$ cat src/rtl/uart_imem_loader.sv
// Boot loader: parses A5 | N (LE32) | N LE words | sum8 frames popped from the UART RX FIFO
// and writes the words sequentially into instruction memory starting at BASE_ADDR.
module uart_imem_loader #(
  parameter logic [31:0] BASE_ADDR = 32'h0000_0000,
  parameter int unsigned MAX_WORDS = 16384,
  parameter int unsigned TIMEOUT   = 50_000_000
) (
  input  logic        clk,
  input  logic        Rst,
  input  logic        ld_en,
  input  logic        rx_data_present,
  input  logic [7:0]  uart_dout,
  output logic        rx_ren,
  output logic        imem_prog_ena,
  output logic        imem_en,
  output logic [31:0] imem_addr,
  output logic [31:0] imem_din,
  output logic        busy,
  output logic        done,
  output logic        err,
  output logic [2:0]  err_code
);
  localparam logic [7:0]    SYNC     = 8'hA5;
  localparam int unsigned   TW       = $clog2(TIMEOUT + 1);
  localparam logic [TW-1:0] TMO_LAST = TW'(TIMEOUT - 1);
  localparam logic [2:0]    E_NONE   = 3'd0;
  localparam logic [2:0]    E_LEN    = 3'd1;
  localparam logic [2:0]    E_TMO    = 3'd2;
  localparam logic [2:0]    E_SUM    = 3'd3;
  localparam logic [2:0]    E_ABORT  = 3'd4;

  typedef enum logic [2:0] {
    S_IDLE, S_LEN, S_DATA, S_WRITE, S_CHK, S_DONE, S_ERR
  } state_t;

  state_t        state_q, state_d;
  logic          rx_ren_q, rx_ren_d;
  logic [1:0]    bcnt_q, bcnt_d;
  logic [31:0]   len_q, len_d;
  logic [31:0]   word_q, word_d;
  logic [31:0]   idx_q, idx_d;
  logic [7:0]    csum_q, csum_d;
  logic [TW-1:0] tmo_q, tmo_d;
  logic          prog_q, prog_d;
  logic [31:0]   addr_q, addr_d;
  logic [31:0]   din_q, din_d;
  logic          busy_q, busy_d;
  logic          done_q, done_d;
  logic          err_q, err_d;
  logic [2:0]    code_q, code_d;

  logic          in_frame, counting, fail;
  logic [2:0]    fail_code;

  assign in_frame = (state_q == S_LEN) || (state_q == S_DATA) ||
                    (state_q == S_WRITE) || (state_q == S_CHK);
  assign counting = (state_q == S_LEN) || (state_q == S_DATA) || (state_q == S_CHK);

  // A cycle with rx_ren_q high is the cycle the FIFO head is consumed.
  always_comb begin
    state_d   = state_q;
    bcnt_d    = bcnt_q;
    len_d     = len_q;
    word_d    = word_q;
    idx_d     = idx_q;
    csum_d    = csum_q;
    tmo_d     = tmo_q;
    done_d    = done_q;
    err_d     = err_q;
    code_d    = code_q;
    fail      = 1'b0;
    fail_code = E_NONE;

    if (in_frame && !ld_en) begin
      fail      = 1'b1;
      fail_code = E_ABORT;
    end else begin
      if (rx_ren_q) begin
        tmo_d = TW'(1);
      end else if (counting) begin
        if (tmo_q == TMO_LAST) begin
          fail      = 1'b1;
          fail_code = E_TMO;
        end else begin
          tmo_d = tmo_q + TW'(1);
        end
      end

      unique case (state_q)
        S_IDLE: begin
          if (rx_ren_q && uart_dout == SYNC) begin
            state_d = S_LEN;
            bcnt_d  = 2'd0;
            len_d   = 32'd0;
            idx_d   = 32'd0;
            csum_d  = 8'd0;
            done_d  = 1'b0;
            err_d   = 1'b0;
            code_d  = E_NONE;
          end
        end
        S_LEN: begin
          if (rx_ren_q) begin
            len_d  = {uart_dout, len_q[31:8]};
            bcnt_d = bcnt_q + 2'd1;
            if (bcnt_q == 2'd3) begin
              if (len_d == 32'd0 || len_d > MAX_WORDS) begin
                fail      = 1'b1;
                fail_code = E_LEN;
              end else begin
                state_d = S_DATA;
              end
            end
          end
        end
        S_DATA: begin
          if (rx_ren_q) begin
            word_d = {uart_dout, word_q[31:8]};
            csum_d = csum_q + uart_dout;
            bcnt_d = bcnt_q + 2'd1;
            if (bcnt_q == 2'd3) state_d = S_WRITE;
          end
        end
        S_WRITE: begin
          idx_d   = idx_q + 32'd1;
          state_d = (idx_d == len_q) ? S_CHK : S_DATA;
        end
        S_CHK: begin
          if (rx_ren_q) begin
            if (uart_dout == csum_q) begin
              state_d = S_DONE;
              done_d  = 1'b1;
            end else begin
              fail      = 1'b1;
              fail_code = E_SUM;
            end
          end
        end
        S_DONE, S_ERR: state_d = S_IDLE;
        default:       state_d = S_IDLE;
      endcase
    end

    if (fail) begin
      state_d = S_ERR;
      err_d   = 1'b1;
      code_d  = fail_code;
    end
  end

  // Outputs are registered from the next state, so they line up with state residency.
  always_comb begin
    prog_d   = (state_d == S_WRITE);
    addr_d   = addr_q;
    din_d    = din_q;
    if (prog_d) begin
      addr_d = BASE_ADDR + (idx_d << 2);
      din_d  = word_d;
    end
    busy_d   = (state_d == S_LEN) || (state_d == S_DATA) ||
               (state_d == S_WRITE) || (state_d == S_CHK);
    rx_ren_d = !rx_ren_q && ld_en && rx_data_present &&
               ((state_d == S_IDLE) || (state_d == S_LEN) ||
                (state_d == S_DATA) || (state_d == S_CHK));
  end

  always_ff @(posedge clk or posedge Rst) begin
    if (Rst) begin
      state_q  <= S_IDLE;
      rx_ren_q <= 1'b0;
      bcnt_q   <= 2'd0;
      len_q    <= 32'd0;
      word_q   <= 32'd0;
      idx_q    <= 32'd0;
      csum_q   <= 8'd0;
      tmo_q    <= '0;
      prog_q   <= 1'b0;
      addr_q   <= 32'd0;
      din_q    <= 32'd0;
      busy_q   <= 1'b0;
      done_q   <= 1'b0;
      err_q    <= 1'b0;
      code_q   <= E_NONE;
    end else begin
      state_q  <= state_d;
      rx_ren_q <= rx_ren_d;
      bcnt_q   <= bcnt_d;
      len_q    <= len_d;
      word_q   <= word_d;
      idx_q    <= idx_d;
      csum_q   <= csum_d;
      tmo_q    <= tmo_d;
      prog_q   <= prog_d;
      addr_q   <= addr_d;
      din_q    <= din_d;
      busy_q   <= busy_d;
      done_q   <= done_d;
      err_q    <= err_d;
      code_q   <= code_d;
    end
  end

  assign rx_ren        = rx_ren_q;
  assign imem_prog_ena = prog_q;
  assign imem_en       = prog_q;
  assign imem_addr     = addr_q;
  assign imem_din      = din_q;
  assign busy          = busy_q;
  assign done          = done_q;
  assign err           = err_q;
  assign err_code      = code_q;

endmodule

$ cat config.mk
export PLATFORM = sky130hd
export DESIGN_NAME = uart_imem_loader
export DESIGN_NICKNAME = d
export VERILOG_FILES = /design/src/rtl/uart_imem_loader.sv
export SDC_FILE = /design/constraint.sdc
export NUM_CORES = 1
export LEC_CHECK = 0
export CORE_UTILIZATION = 50
export DETAILED_ROUTE_END_ITERATION = 12
export GPL_TIMING_DRIVEN = 0
export PLACE_DENSITY = 0.82
export SLEW_MARGIN = 10
export SYNTH_ARGS = -nofsm -noshare
export SYNTH_HDL_FRONTEND = slang
export SYNTH_SLANG_ARGS = --single-unit
$ cat constraint.sdc
create_clock -name clk -period 7.3 [get_ports clk]
set_input_delay 2.19 -clock clk [delete_from_list [all_inputs] [get_ports clk]]
set_output_delay 2.19 -clock clk [all_outputs]
set_load 0.02 [all_outputs]
## After elaboration in Yosys (flattened, before gate mapping)

Cells that the tools add are included.

- Flip-flop bits (word level): 205
- Bits in latches: 0
- Memory bits (writable): 0
- ROM bits: 0
- Output and inout port bits: 73
- Word-level logic and storage cells: 141
- Memories: 0

- Add/subtract/negate cells: 4
- $mul: 0
- Div/mod/pow operators: 0
- Magnitude comparators: 1
- Equal/unequal tests: 21
- Shift-type cells: 0
- Muxes and demuxes: 61
- Bitwise gates (word level): 1
- Reductions and logical operators: 37

Operator list:

| kind | count |
|---|---|
| two-way mux 32 bit | 6 |
| case mux 32 bit (2 select lines) | 2 |
| two-way mux 26 bit | 3 |
| two-way mux 3 bit | 21 |
| adder 32 x 1 -> 32 bit (second input constant) | 1 |
| == test 32 bit | 1 |
| > comparator 32 x 15 -> 1 bit (second input constant) | 1 |
| zero test 32 bit | 1 |
| two-way mux 30 bit | 1 |
| adder 26 x 1 -> 26 bit (second input constant) | 1 |
| == test 26 bit (second input constant) | 1 |
| two-way mux 8 bit | 2 |
| case mux 8 bit (2 select lines) | 1 |
| nonzero test 2 bit | 8 |
| two-way mux 1 bit | 15 |
| case mux 3 bit (5 select lines) | 1 |
| == test 3 x 2 -> 1 bit (second input constant) | 4 |
| inequality test 2 bit (second input constant) | 6 |
| AND reduction 4 bit | 3 |
| logical OR 1 bit | 11 |
| two-way mux 2 bit | 5 |
| AND reduction 3 bit | 3 |
| adder 8 bit | 1 |
| == test 8 bit | 1 |
| 15 further kinds | 25 |

## Longest topological paths before layout

Gate-level depths: netlist of run 1.

- Depth in word-level cells: 16
- Mapped depth: 11
- Gate-level depth less buffers: 9

## Worst setup path before layout of run 1

Ideal clock, no wire load.

- Path kind: input to register
- Start: input port uart_dout[2]
- End: register addr_q[22] (netlist: imem_addr[22])
- Library setup time: 0.125 ns
- Arrival: 4.606 ns
- Data required time: 7.175 ns
- Path slack: 2.569 ns
- Stages: 9
- Cells stage by stage: ha_1 > nor4b_1 > a31oi_1 > o311a_1 > nor2_1 > o211ai_1 > a211oi_2 > buf_2 > mux2_2

- Word-level cells in the longest chain between the ends: 9
- Elaborated cells between the ends (all ways): 26

RTL lines:

| item | RTL line | source |
|---|---|---|
| start: declaration | 12 | `input logic [7:0] uart_dout,` |
| > comparator 32 x 15 -> 1 bit / zero test 32 bit (equally long branches) | 107 | `if (len_d == 32'd0 \|\| len_d > MAX_WORDS) begin` |
| logical OR 1 bit | 107 |  |
| two-way mux 3 bit / two-way mux 1 bit (equally long branches) | 107 |  |
| two-way mux 3 bit / two-way mux 1 bit (equally long branches) | 106 | `if (bcnt_q == 2'd3) begin` |
| two-way mux 3 bit / two-way mux 1 bit (equally long branches) | 103 | `if (rx_ren_q) begin` |
| case mux 3 bit (5 select lines) / case mux 1 bit (2 select lines) (equally long branches) | 89 | `unique case (state_q)` |
| two-way mux 3 bit / two-way mux 1 bit (equally long branches) | 74 | `if (in_frame && !ld_en) begin` |
| two-way mux 3 bit | 144 | `if (fail) begin` |
| == test 3 x 2 -> 1 bit | 153 | `prog_d = (state_d == S_WRITE);` |
| end signal: assignment | 194 | `addr_q <= addr_d;` |
| end: declaration | 45 | `logic [31:0] addr_q, addr_d;` |

Several ways; a longest one is shown, not always the timed one. The select of a mux whose other input is x is not followed.
A chain may end at the register's enable or synchronous reset.

## Worst setup path in the final report of run 1

- Start: input port uart_dout[5]
- End: register addr_q[30] (netlist: imem_addr[30])

The elaborated chain is that of the path after synthesis.

==> results.md, run 1 <==
* Maximum capacitance violations at 0
* Yosys warnings at 0
* Starting DRC count in detailed routing at 624
* Reg area at 5130 um^2
* Non-filler cells, final at 1393
* Required time worst endpoint at 7.68 ns
* CTS tree: done
* Critical path peak fanout at 10
* Finish-stage setup viols at 0
* Share of the synthesized area in the top cell type at 49.53%
* Post-synth top cells: 205 x dfrtp_1, 118 x nand2_1, 94 x o21ai_0, 86 x mux2_2, 60 x nor2_1
* Die H at 145.9 um
* DR pass1 iterations at 5
* Final period utilization at 82.12%
* Final WL at 24780 um
* R2R Path End: imem_addr[30]$_DFFE_PP0P_
* Post-CTS Setup Repair Bufs at 0
* Placed Instances at 1353
* Post-synthesis sequential area ratio at 49.53%
* Hold Buf Count CTS at 0
* Unrepaired setup endpoints after global routing: false
* Final net count at 1130
* Design area at 12400 um^2
* I/O pin count at 85
* Worst Setup Path Type: in2reg
* Placer Congestion at 0.9572
* Footprint of the multi-input gates at 4876 um^2
* Synth Cell Area at 10360 um^2
* HPWL Detailed at 17500 um
* Synthesized area per cell at 10.41 um^2
* Detail Route Antenna Nets at 0
* Largest net degree at the start of global routing at 41
* Final count of hold timing violations at 0
* Final Max Tran Viols at 0
* Post-synth top area cell: dfrtp_1
* Cell Area, Placed at 11630 um^2
* Post-route setup TNS at 0 ns
* Ys async rst share at 100.0%
* Worst endpoint data arrival time at 6.38 ns
* P_leak at 5.518 nW
* Via density at 5.873
* Count of port buffers added during placement at 81
* Global-route wire length before repair at 41120 um
* DR WL/cell at 17.79 um
* Die width at 145.9 um
* CP Launch Type: input port
* Core ar. at 20300 um^2
* Clock Pin Slew Worst Setup and Hold Paths at 0.06 ns
* Pwr dens at 237.0 nW/um^2
* Full die area at 21290 um^2
* Cells after Synth at 995
* Reg2reg start: csum_q[2]$_DFFE_PP0P_
* Total gr overflow at 0
* Peak Freq at 0.1668 GHz
* GRT Util Overall at 23.79%
* Fill cells at 1607
* Worst VDD drop at 0.0001815 V
* Hold slack at 0.4805 ns
* Netlist cell types at 77
* Via count at 8181
* R2R setup slack at 3.27 ns
* Reg2Reg Depth at 9
* Relative slew slack at 19.08%
* Area grow syn2layout at 19.69%
* Hold path cells at 1
* Post-route minimum period at 5.995 ns
* Worst-case clock buffer depth at 3
* Number of enable flip-flop cells after synthesis at 0
* Register bit count reported by yosys at 205
* Worst-margin pin slew at 1.212 ns
* Worst Skew at 0.01632 ns
* Cell Rows at 52
* Hold WC Path Type: reg2reg
* CP endpoint: imem_addr[30]$_DFFE_PP0P_
* Sink Count at 205
* CTS Buf Count at 22
* Synth top area cells: dfrtp_1 50%, mux2_2 9.4%, o21ai_0 4.5%
* Crit end category: register
* Most frequent cell after synthesis: dfrtp_1
* Clk root buf: clkbuf_16
* DRC viols at 0
* Initial Util at 51.02%
* Status: complete, no violations
* Layout cell share with drive strength beyond 1 at 16.93%
* Predominant post-synthesis flop cell: dfrtp_1
* Vias in the first global route at 7987
* Crit path from: uart_dout[5]
* Post-CTS Resized at 0
* Initial antenna violation count at 1
* Htree depth at 1
* Worst skew pair latency at 0.51 ns
==> metrics by stage <==
stage	power [mW]	util, %	setup WS [ns]
global placement	1.768	56.71	0.8765
CTS	2.953	61.05	1.386
global route	3.065	61.05	1.074
detailed placement	1.798	57.30	0.8679
finish	2.938	61.06	1.305
floorplan	1.643	-	2.452
==> area by class of cell <==
type | count | share of cell area, %
diodes | 1 | 0.02019
inverters | 10 | 0.3331
plain buffers | 60 | 2.554
clock buffers | 32 | 5.400
well taps | 270 | 2.725
multi-input cells | 721 | 39.34
flip-flops and latches | 205 | 41.39
clock inverters | 7 | 0.7369
repair buffers | 87 | 7.510
==> where the power goes <==
part           switching [mW]  internal [mW]  leakage, nW
logic                   0.310          0.200         2.31
clock network           0.448          0.706        0.374
registers              0.0608           1.21         2.84
==> critical path, cell delays in order <==
cell and delay (ns):
clkdlybuf4s50_1 0.60, ha_1 0.45, nor4_1 0.39, a31oi_1 0.17, o311a_1 0.32, nor2_1 0.17, o211ai_1 0.24, a211oi_2 1.00
buf_2 0.46, mux2_2 0.37
==> registers in the layout, indices dropped and copies added, names as in the netlist, 2 cells and up <==
signal / flops
len_q: 32
idx_q: 32
tmo_q: 26
word_q: 32
state_q: 3
csum_q: 8
imem_addr: 30
imem_din: 32
err_code: 3
bcnt_q: 2
==> per-layer routing <==
metal	vias to the layer above	part of all wire [%]	global-route usage, %
li1	3812	-	-
met1	4007	45	33.04
met2	299	45	36.82
met3	63	6.9	4.514
met4	0	2.9	9.579
met5	-	0	0
==> kinds of logic after synthesis <==
kind of cell    synth area share [%]
buf+inv                        3.419
simple gates                   17.41
mux                            10.62
compound gates                 11.65
other cells                  0.03621
flops                          49.53
fa+ha+maj                      1.498
xor+xnor                       5.835
==> cell usage in the layout, fill, tap and decap left out, types with 13 or more instances in the layout <==
| cell type | count |
|---|---|
| dfrtp_1 | 205 |
| nand2_1 | 118 |
| o21ai_0 | 94 |
| mux2_2 | 86 |
| clkdlybuf4s50_1 | 81 |
| nor2_1 | 60 |
| xnor2_1 | 35 |
| xor2_1 | 34 |
| a21oi_1 | 33 |
| clkbuf_1 | 32 |
| nand4_1 | 29 |
| nand3_1 | 26 |
| o31ai_1 | 25 |
| clkbuf_16 | 23 |
| buf_2 | 17 |
| nor4_1 | 16 |
| nor3_1 | 13 |
==> how the worst min path moves through the flow <==
| stage | startpoint | endpoint | slack (ns) |
|---|---|---|---|
| after global placement | csum_q[3]$_DFFE_PP0P_ | csum_q[3]$_DFFE_PP0P_ | 0.47 |
| after floorplan | csum_q[2]$_DFFE_PP0P_ | csum_q[2]$_DFFE_PP0P_ | 0.45 |
| final | imem_addr[21]$_DFFE_PP0P_ | imem_addr[21]$_DFFE_PP0P_ | 0.48 |
| after global routing | imem_addr[23]$_DFFE_PP0P_ | imem_addr[23]$_DFFE_PP0P_ | 0.51 |
| after detailed placement | err_code[2]$_DFFE_PP0P_ | err_code[2]$_DFFE_PP0P_ | 0.47 |
| after CTS | err_code[2]$_DFFE_PP0P_ | err_code[2]$_DFFE_PP0P_ | 0.49 |
Power figures use the tool's default switching activity.
==> run 2, diff against run 1 <==
- clock period: 7.3 -> 5.33 ns (I/O delays scaled with it)
==> run 2 against run 1 <==
Compared with the run above: global-route usage stayed put; register-to-register slack worse by 1.7 ns; power is 37% higher; clock skew is 0.00073 ns higher; clock power is 37% higher; routed wire length hardly changed; clock-buffer cell count stayed put; largest power group unchanged; critical path depth stayed put; combinational power is 37% higher; setup slack worse by 1.1 ns; highest routed layer unchanged; sequential power is 38% higher.
==> results.md, run 2 (same netlist as run 1, synthesis figures left out) <==
* Htree depth at 1 (unchanged)
* GRT Util Overall at 23.79% (unchanged)
* Worst skew pair latency at 0.52 ns (was 0.51 ns)
* Worst VDD drop at 0.0002485 V (was 0.0001815 V)
* Total gr overflow at 0 (unchanged)
* Most frequent cells in the layout: 205 x dfrtp_1, 118 x nand2_1, 94 x o21ai_0 (unchanged)
* Crit path from: uart_dout[5] (unchanged)
* Placer Congestion at 0.9572 (unchanged)
* Cell Int Power at 2.903 mW (was 2.120 mW)
* Final period utilization at 96.01%
* Worst-margin pin slew at 0.9514 ns (was 1.212 ns)
* Critical path peak fanout at 10 (unchanged)
* Detail Route Antenna Nets at 0 (unchanged)
* Status: complete, no violations (unchanged)
* Global-route wire length before repair at 41120 um (unchanged)
* I/O pin count at 85 (unchanged)
* Relative slew slack at 35.99% (was 19.08%)
* Final Max Tran Viols at 0 (unchanged)
* Worst Skew at 0.01705 ns (was 0.01632 ns)
* Worst-case clock buffer depth at 3 (unchanged)
* Hold Buf Count CTS at 0 (unchanged)
* DRC viols at 0 (unchanged)
* Vias in the first global route at 7987 (unchanged)
* Combinational power share at 17.4% (was 17.3%)
* P_leak at 5.518 nW (about the same)
* DR top layer: met4 (unchanged)
* CTS tree: done (unchanged)
* WL met3 at 1707 um (was 1716 um)
* Starting DRC count in detailed routing at 666 (was 624)
* Maximum capacitance violations at 0 (unchanged)
* Die width at 145.9 um (unchanged)
* Peak Freq at 0.1954 GHz
* Reg2reg start: csum_q[2]$_DFFE_PP0P_ (unchanged)
* CTS Buf Count at 22 (unchanged)
* Post-CTS Setup Repair Bufs at 0 (unchanged)
* Area grow syn2layout at 19.77% (was 19.69%)
* Core ar. at 20300 um^2 (unchanged)
* DR WL/cell at 17.77 um (was 17.79 um)
* CP Launch Type: input port (unchanged)
* Count of port buffers added during placement at 81 (unchanged)
* Non-filler cells, final at 1393 (unchanged)
* Crit end category: register (unchanged)
* DR pass1 iterations at 5 (unchanged)
* HPWL Detailed at 17500 um (unchanged)
* Layout cell share with drive strength beyond 1 at 16.93% (unchanged)
* Die H at 145.9 um (unchanged)
* Final WL at 24760 um (was 24780 um)
* Sw frac at 27.91% (was 27.85%)
* Pwr dens at 324.7 nW/um^2 (was 237.0 nW/um^2)
* Clock Pin Slew Worst Setup and Hold Paths at 0.06 ns (about the same)
* Switching pwr at 1.124 mW (was 0.8183 mW)
* Clk root buf: clkbuf_16 (unchanged)
* Worst endpoint data arrival time at 5.50 ns (was 6.38 ns)
* Via density at 5.884 (was 5.873)
* Hold slack at 0.4805 ns (about the same)
* Sink Count at 205 (unchanged)
* Final count of hold timing violations at 0 (unchanged)
* Clock power frac at 39.3% (about the same)
* Place WS at -0.5111 ns (was 0.8679 ns)
* Worst Setup Path Type: in2reg (unchanged)
* Reg power frac at 43.4% (about the same)
* Post-route setup TNS at 0 ns (unchanged)
* Initial antenna violation count at 1 (unchanged)
* Commonest non-fill, non-tap cell in the layout: dfrtp_1 (unchanged)
* Placed Instances at 1353 (unchanged)
* Cell Rows at 52 (unchanged)
* Largest net degree at the start of global routing at 41 (unchanged)
* Finish-stage setup viols at 0 (unchanged)
* Final net count at 1130 (unchanged)
* Post-route minimum period at 5.117 ns
* Initial Util at 51.02% (unchanged)
* Hold WC Path Type: reg2reg (unchanged)
* Required time worst endpoint at 5.71 ns (was 7.68 ns)
* Met2 wire len at 11170 um (was 11220 um)
* Full die area at 21290 um^2 (unchanged)
* Min-delay src: imem_addr[21]$_DFFE_PP0P_ (unchanged)
* Worst Setup Slack, final at 0.2128 ns (was 1.305 ns)
* Unrepaired setup endpoints after global routing: false (unchanged)
* Via count at 8197 (was 8181)
* Met1 Wirelength at 11140 um (was 11110 um)
* Final core utilization at 61.10% (was 61.06%)
run 2: area by class of cell:
| type | count | area, um^2 |
|---|---|---|
| diodes | 1 | 2.502 |
| plain buffers | 60 | 316.6 |
| clock buffers | 32 | 669.4 |
| clock inverters | 7 | 91.34 |
| fillers | 1606 | 7896 |
| inverters | 10 | 41.29 |
| multi-input cells | 721 | 4883 |
| flip-flops and latches | 205 | 5130 |
| well taps | 270 | 337.8 |
| repair buffers | 87 | 930.9 |
run 2: what timing repair did:
action                                  in CTS  in global routing
resized for setup                            0                  1
hold endpoints to repair                     0                  0
endpoints found under the setup margin       0                 58
run 2: final timing paths:
path | endpoint | depth (start not counted) | slack [ns]
max | imem_addr[30]$_DFFE_PP0P_ | 10 | 0.21
min | imem_addr[21]$_DFFE_PP0P_ | 1 | 0.48
max reg2reg | imem_addr[30]$_DFFE_PP0P_ | 9 | 1.58
min reg2reg | imem_addr[21]$_DFFE_PP0P_ | 1 | 0.48
max in group asynchronous | idx_q[1]$_DFF_PP0_ | 4 | 3.19
min in group asynchronous | imem_addr[22]$_DFFE_PP0P_ | 2 | 1.42
run 2: per-stage QoR:
| step | instance area, um^2 | power (mW) |
|---|---|---|
| 2_1_floorplan | 10360 | 2.250 |
| 3_3_place_gp | 11510 | 2.421 |
| 3_5_place_dp | 11630 | 2.462 |
| 4_1_cts | 12390 | 4.044 |
| 5_1_grt | 12400 | 4.199 |
| 6_report | 12400 | 4.027 |
run 2: routing by layer:
metal,vias up,GRT usage [%]
li1,3800,-
met1,4019,33.04
met2,311,36.82
met3,67,4.514
met4,0,9.579
met5,-,0
run 2: power by group through the flow:
stage | logic [mW] | clock network, mW | registers [mW]
2_1_floorplan | 0.483 | 0 | 1.77
3_3_place_gp | 0.655 | 0 | 1.77
3_5_place_dp | 0.690 | 0 | 1.77
4_1_cts | 0.695 | 1.60 | 1.75
5_1_grt | 0.776 | 1.66 | 1.76
6_report | 0.700 | 1.58 | 1.75
run 2: worst max-delay path, cell delays in order:
cell             delay [ns]
clkdlybuf4s50_1        0.60
ha_1                   0.45
nor4_1                 0.39
a31oi_1                0.17
o311a_1                0.32
nor2_1                 0.16
o211ai_1               0.27
a211oi_4               0.73
buf_2                  0.43
mux2_2                 0.37
==> variant 1, RTL diff (config.mk and constraints of run 1) <==
Set the parameter `TIMEOUT` to 100_000_000 (it was 50_000_000).
--- a/src/rtl/uart_imem_loader.sv
+++ b/src/rtl/uart_imem_loader.sv
@@ -4,5 +4,5 @@
   parameter logic [31:0] BASE_ADDR = 32'h0000_0000,
   parameter int unsigned MAX_WORDS = 16384,
-  parameter int unsigned TIMEOUT   = 50_000_000
+  parameter int unsigned TIMEOUT   = 100_000_000
 ) (
   input  logic        clk,
Formal check against the unedited RTL: same outputs for any inputs over 10 cycles, from zero or initial values and one cycle with Rst high; that may be too few to reach the edited logic, so the function may still have changed.
==> variant 1 against run 1 <==
Routed wire length up 20%; global-route usage up 3.5 points; maximum frequency is 19% higher; final cell count is 17% higher; total power is 2.6% higher; highest routed layer unchanged; register-to-register slack improved by 570 ps; worst setup slack improved by 960 ps; sequential share of layout area is 1.5 points lower; final area increased by 4.3%; synthesized area increased by 4.8%; sequential cell count up 1; critical path depth stayed put.
==> variant 1: results (changes against run 1) <==
Status
  – Outcome: completed (unchanged)

Setup path
  – R2r startpoint: len_q[8] (was csum_q[2])
  – Crit. Startpoint: uart_dout[6] (was uart_dout[5])
  – Worst reg2reg path endpoint: imem_addr[22] (was imem_addr[30])
  – CP arrival: 5430 ps (was 6380 ps)

Global route
  – Largest net degree at the start of global routing: 38 (was 41)
  – First-pass GRT wire length: 48500 µm (was 41100 µm)
  – Vias in the first global route: 9478 (was 7987)

CTS
  – Clk Latency, worst-skew pair: 530 ps (was 510 ps)

Detailed routing
  – Vias: 9830 (was 8181)
  – Initial DRC count: 883 (was 624)
  – Via-to-Cell Ratio: 6.05 (was 5.87)

Power and ir drop
  – Psw: 0.867 mW (was 0.818 mW)
  – Lkg Pwr: 5.72 nW (was 5.52 nW)
  – Peak VDD IR: 179 µV (was 182 µV)

Timing
  – Final hold slack: 491 ps (was 481 ps)
  – Worst Setup Slack, final: 2270 ps (was 1310 ps)

Logic synthesis
  – Mean Syn Cell Area: 8.88 µm² (was 10.4 µm²)
  – Adder-Cell Fraction of Synth Area: 1.43% (was 1.50%)
  – Post-synthesis mux area share: 3.69% (was 10.6%)
  – Synth cell types: 69 (was 77)
  – Post-synth top cells: nand3_1 (210), dfrtp_1 (206), nand2_1 (200) (was dfrtp_1 (205), nand2_1 (118), o21ai_0 (94))

Min path
  – Worst hold path startpoint: err_code[2] (was imem_addr[21])
  – Min-Delay Path Depth: 2 (was 1)

Placement
  – Final RePlAce weighted congestion: 0.929 (was 0.957)
  – Detailed placer's ending HPWL: 20800 µm (was 17500 µm)

Layout
  – FILL cells: 1744 (was 1607)
  – Layout cell share with drive strength beyond 1: 7.93% (was 16.9%)
variant 1: cell types whose count changed after synthesis, moves of 5 or more:
cell,delta
clkbuf_1,+32
and3_2,-5
buf_2,-8
o21ai_1,+7
and3_1,+8
nand2_1,+82
nor4_1,-7
mux2_2,-54
nand3_1,+184
mux2_1,-9
variant 1: per-layer routing:
layer	wire, µm	global-route usage [%]
met5	0	0
met4	880	8.88
met3	1840	3.67
met2	14200	44.7
met1	12700	37.4
variant 1: area by class of cell:
| type | count | area (µm²) | share of cell area, % |
|---|---|---|---|
| Buffer | 83 | 364 | 2.82 |
| Timing Repair Buffer | 87 | 938 | 7.26 |
| Multi-Input combinational cell | 923 | 5290 | 41.0 |
| Clock inverter | 5 | 100 | 0.774 |
| Tap cell | 275 | 344 | 2.66 |
| Inverter | 12 | 48.8 | 0.378 |
| Sequential cell | 206 | 5150 | 39.9 |
| Clock buffer | 33 | 682 | 5.28 |
==> variant 2, RTL diff (settings of run 1) <==
Without the edit above. Register the inputs `ld_en`, `rx_data_present` and `uart_dout` before use, with the module's reset. The logic sees them one clock later.
--- a/src/rtl/uart_imem_loader.sv
+++ b/src/rtl/uart_imem_loader.sv
@@ -34,4 +34,20 @@
   } state_t;
 
+  logic ld_en_q;
+  logic rx_data_present_q;
+  logic [7:0] uart_dout_q;
+
+  always_ff @(posedge clk or posedge Rst) begin
+    if (Rst) begin
+      ld_en_q           <= '0;
+      rx_data_present_q <= '0;
+      uart_dout_q       <= '0;
+    end else begin
+      ld_en_q           <= ld_en;
+      rx_data_present_q <= rx_data_present;
+      uart_dout_q       <= uart_dout;
+    end
+  end
+
   state_t        state_q, state_d;
   logic          rx_ren_q, rx_ren_d;
@@ -72,5 +88,5 @@
     fail_code = E_NONE;
 
-    if (in_frame && !ld_en) begin
+    if (in_frame && !ld_en_q) begin
       fail      = 1'b1;
       fail_code = E_ABORT;
@@ -89,5 +105,5 @@
       unique case (state_q)
         S_IDLE: begin
-          if (rx_ren_q && uart_dout == SYNC) begin
+          if (rx_ren_q && uart_dout_q == SYNC) begin
             state_d = S_LEN;
             bcnt_d  = 2'd0;
@@ -102,5 +118,5 @@
         S_LEN: begin
           if (rx_ren_q) begin
-            len_d  = {uart_dout, len_q[31:8]};
+            len_d  = {uart_dout_q, len_q[31:8]};
             bcnt_d = bcnt_q + 2'd1;
             if (bcnt_q == 2'd3) begin
@@ -116,6 +132,6 @@
         S_DATA: begin
           if (rx_ren_q) begin
-            word_d = {uart_dout, word_q[31:8]};
-            csum_d = csum_q + uart_dout;
+            word_d = {uart_dout_q, word_q[31:8]};
+            csum_d = csum_q + uart_dout_q;
             bcnt_d = bcnt_q + 2'd1;
             if (bcnt_q == 2'd3) state_d = S_WRITE;
@@ -128,5 +144,5 @@
         S_CHK: begin
           if (rx_ren_q) begin
-            if (uart_dout == csum_q) begin
+            if (uart_dout_q == csum_q) begin
               state_d = S_DONE;
               done_d  = 1'b1;
@@ -160,5 +176,5 @@
     busy_d   = (state_d == S_LEN) || (state_d == S_DATA) ||
                (state_d == S_WRITE) || (state_d == S_CHK);
-    rx_ren_d = !rx_ren_q && ld_en && rx_data_present &&
+    rx_ren_d = !rx_ren_q && ld_en_q && rx_data_present_q &&
                ((state_d == S_IDLE) || (state_d == S_LEN) ||
                 (state_d == S_DATA) || (state_d == S_CHK));
Formal check against the unedited RTL: not equivalent (a bounded check fails within 4 cycles, from zero or initial values and one cycle with Rst high).
==> variant 2 against run 1 <==
Total power grew 3.8%; synthesized area is 0.36% lower; largest cell class unchanged; maximum frequency rose by 60%; final area is 0.32% lower; sequential cell count up 10; critical path depth shrank 9; worst setup slack improved by 2200 ps; routed wire length shrank 5.2%.
==> variant 2: results (changes against run 1) <==
Layout
  – ANT cells: 0 (was 1)
  – Layout cell share with drive strength beyond 1: 15.0% (was 16.9%)
  – FILL cells: 1619 (was 1607)
  – Final Net Count: 1117 (was 1130)

Power and ir drop
  – Peak VDD IR: 190 µV (was 182 µV)
  – Net Sw Frac: 28.2% (was 27.9%)
  – Lkg Pwr: 5.52 nW (about the same)

Logic synthesis
  – Synth cell types: 66 (was 77)
  – Post-synthesis mux area share: 10.5% (was 10.6%)
  – Post-synth top cells: dfrtp_1 (215), nand2_1 (121), mux2_2 (91), o21ai_0 (91), nor2_1 (69) (was dfrtp_1 (205), nand2_1 (118), o21ai_0 (94))
  – Synth Area in Compound Gates: 10.1% (was 11.6%)
  – Synth Area in XOR/XNOR: 6.61% (was 5.84%)
  – Synth area leaders: dfrtp_1 (52%), mux2_2 (9.9%), o21ai_0 (4.4%) (was dfrtp_1 (50%), mux2_2 (9.4%), o21ai_0 (4.5%))
  – Adder-Cell Fraction of Synth Area: 1.41% (was 1.50%)

Placement
  – Detailed placer's ending HPWL: 16400 µm (was 17500 µm)
  – Final RePlAce weighted congestion: 0.900 (was 0.957)
  – Buffers on Ports: 82 (was 81)

Detailed routing
  – Initial DRC count: 478 (was 624)

Timing
  – Slew @ Worst Pin: 1060 ps (was 1210 ps)

Setup path
  – CP arrival: 1560 ps (was 6380 ps)
  – Worst Reg-to-Reg Cells: 10 (was 9)

Global route
  – Vias in the first global route: 7875 (was 7987)
  – Initial antenna violation count: 0 (was 1)
  – First-pass GRT wire length: 39800 µm (was 41100 µm)

Min path
  – Min-Delay Path Depth: 2 (was 1)

Status
  – Outcome: completed (unchanged)

CTS
  – Clk Latency, worst-skew pair: 530 ps (was 510 ps)
## variant 2: final timing paths
path	slack (ps)	startpoint	endpoint
setup / recovery	3550	done	done
hold / removal	480	err	err
setup reg to reg	3760	idx_q[0]	state_q[1]
hold reg to reg	480	err	err
max in group asynchronous	4170	Rst	imem_din[5]
min in group asynchronous	2090	Rst	rx_data_present_q
## variant 2: kinds of logic after synthesis
kind of cell | after synthesis
xor+xnor | 77
mux | 97
fa+ha+maj | 11
other cells | 1
simple gates | 337
flops | 215
buf+inv | 65
compound gates | 177
## variant 2: cell type report
class | count | area (µm²) | share of cell area [%]
tap | 270 | 338 | 2.73
clock inverter | 8 | 80.1 | 0.648
inverter | 10 | 41.3 | 0.334
clock buffer | 33 | 663 | 5.37
multi-input combinational | 701 | 4630 | 37.5
buffer | 55 | 274 | 2.22
timing repair buffer | 88 | 948 | 7.68
sequential | 215 | 5380 | 43.5
## variant 2: through the flow
stage               hold slack (ps)  worst slack (ps)  instances  instance area [µm²]
floorplan                       468              2310        981                10300
global placement                461               768       1333                11500
detailed placement              467              3580       1339                11600
CTS                             482              3530       1380                12400
global route                    514              3500       1380                12400
finish                          477              3550       1380                12400
## variant 2: power groups by stage
stage          clock [mW]  sequential, mW  combinational [mW]
2_1_floorplan           0            1.38               0.380
3_3_place_gp            0            1.37               0.505
3_5_place_dp            0            1.38               0.535
4_1_cts              1.17            1.36               0.541
5_1_grt              1.22            1.37               0.599
6_report             1.15            1.36               0.543
## variant 2: metal layers
metal / share of wire, % / routed length [µm] / global-route usage (%) / up-vias
met5: 0 / 0 / 0 / -
met4: 2.8 / 667 / 7.37 / 0
met3: 4.9 / 1140 / 3.13 / 55
met2: 49 / 11500 / 38.3 / 246
met1: 44 / 10200 / 30.9 / 3855
li1: - / - / - / 3700
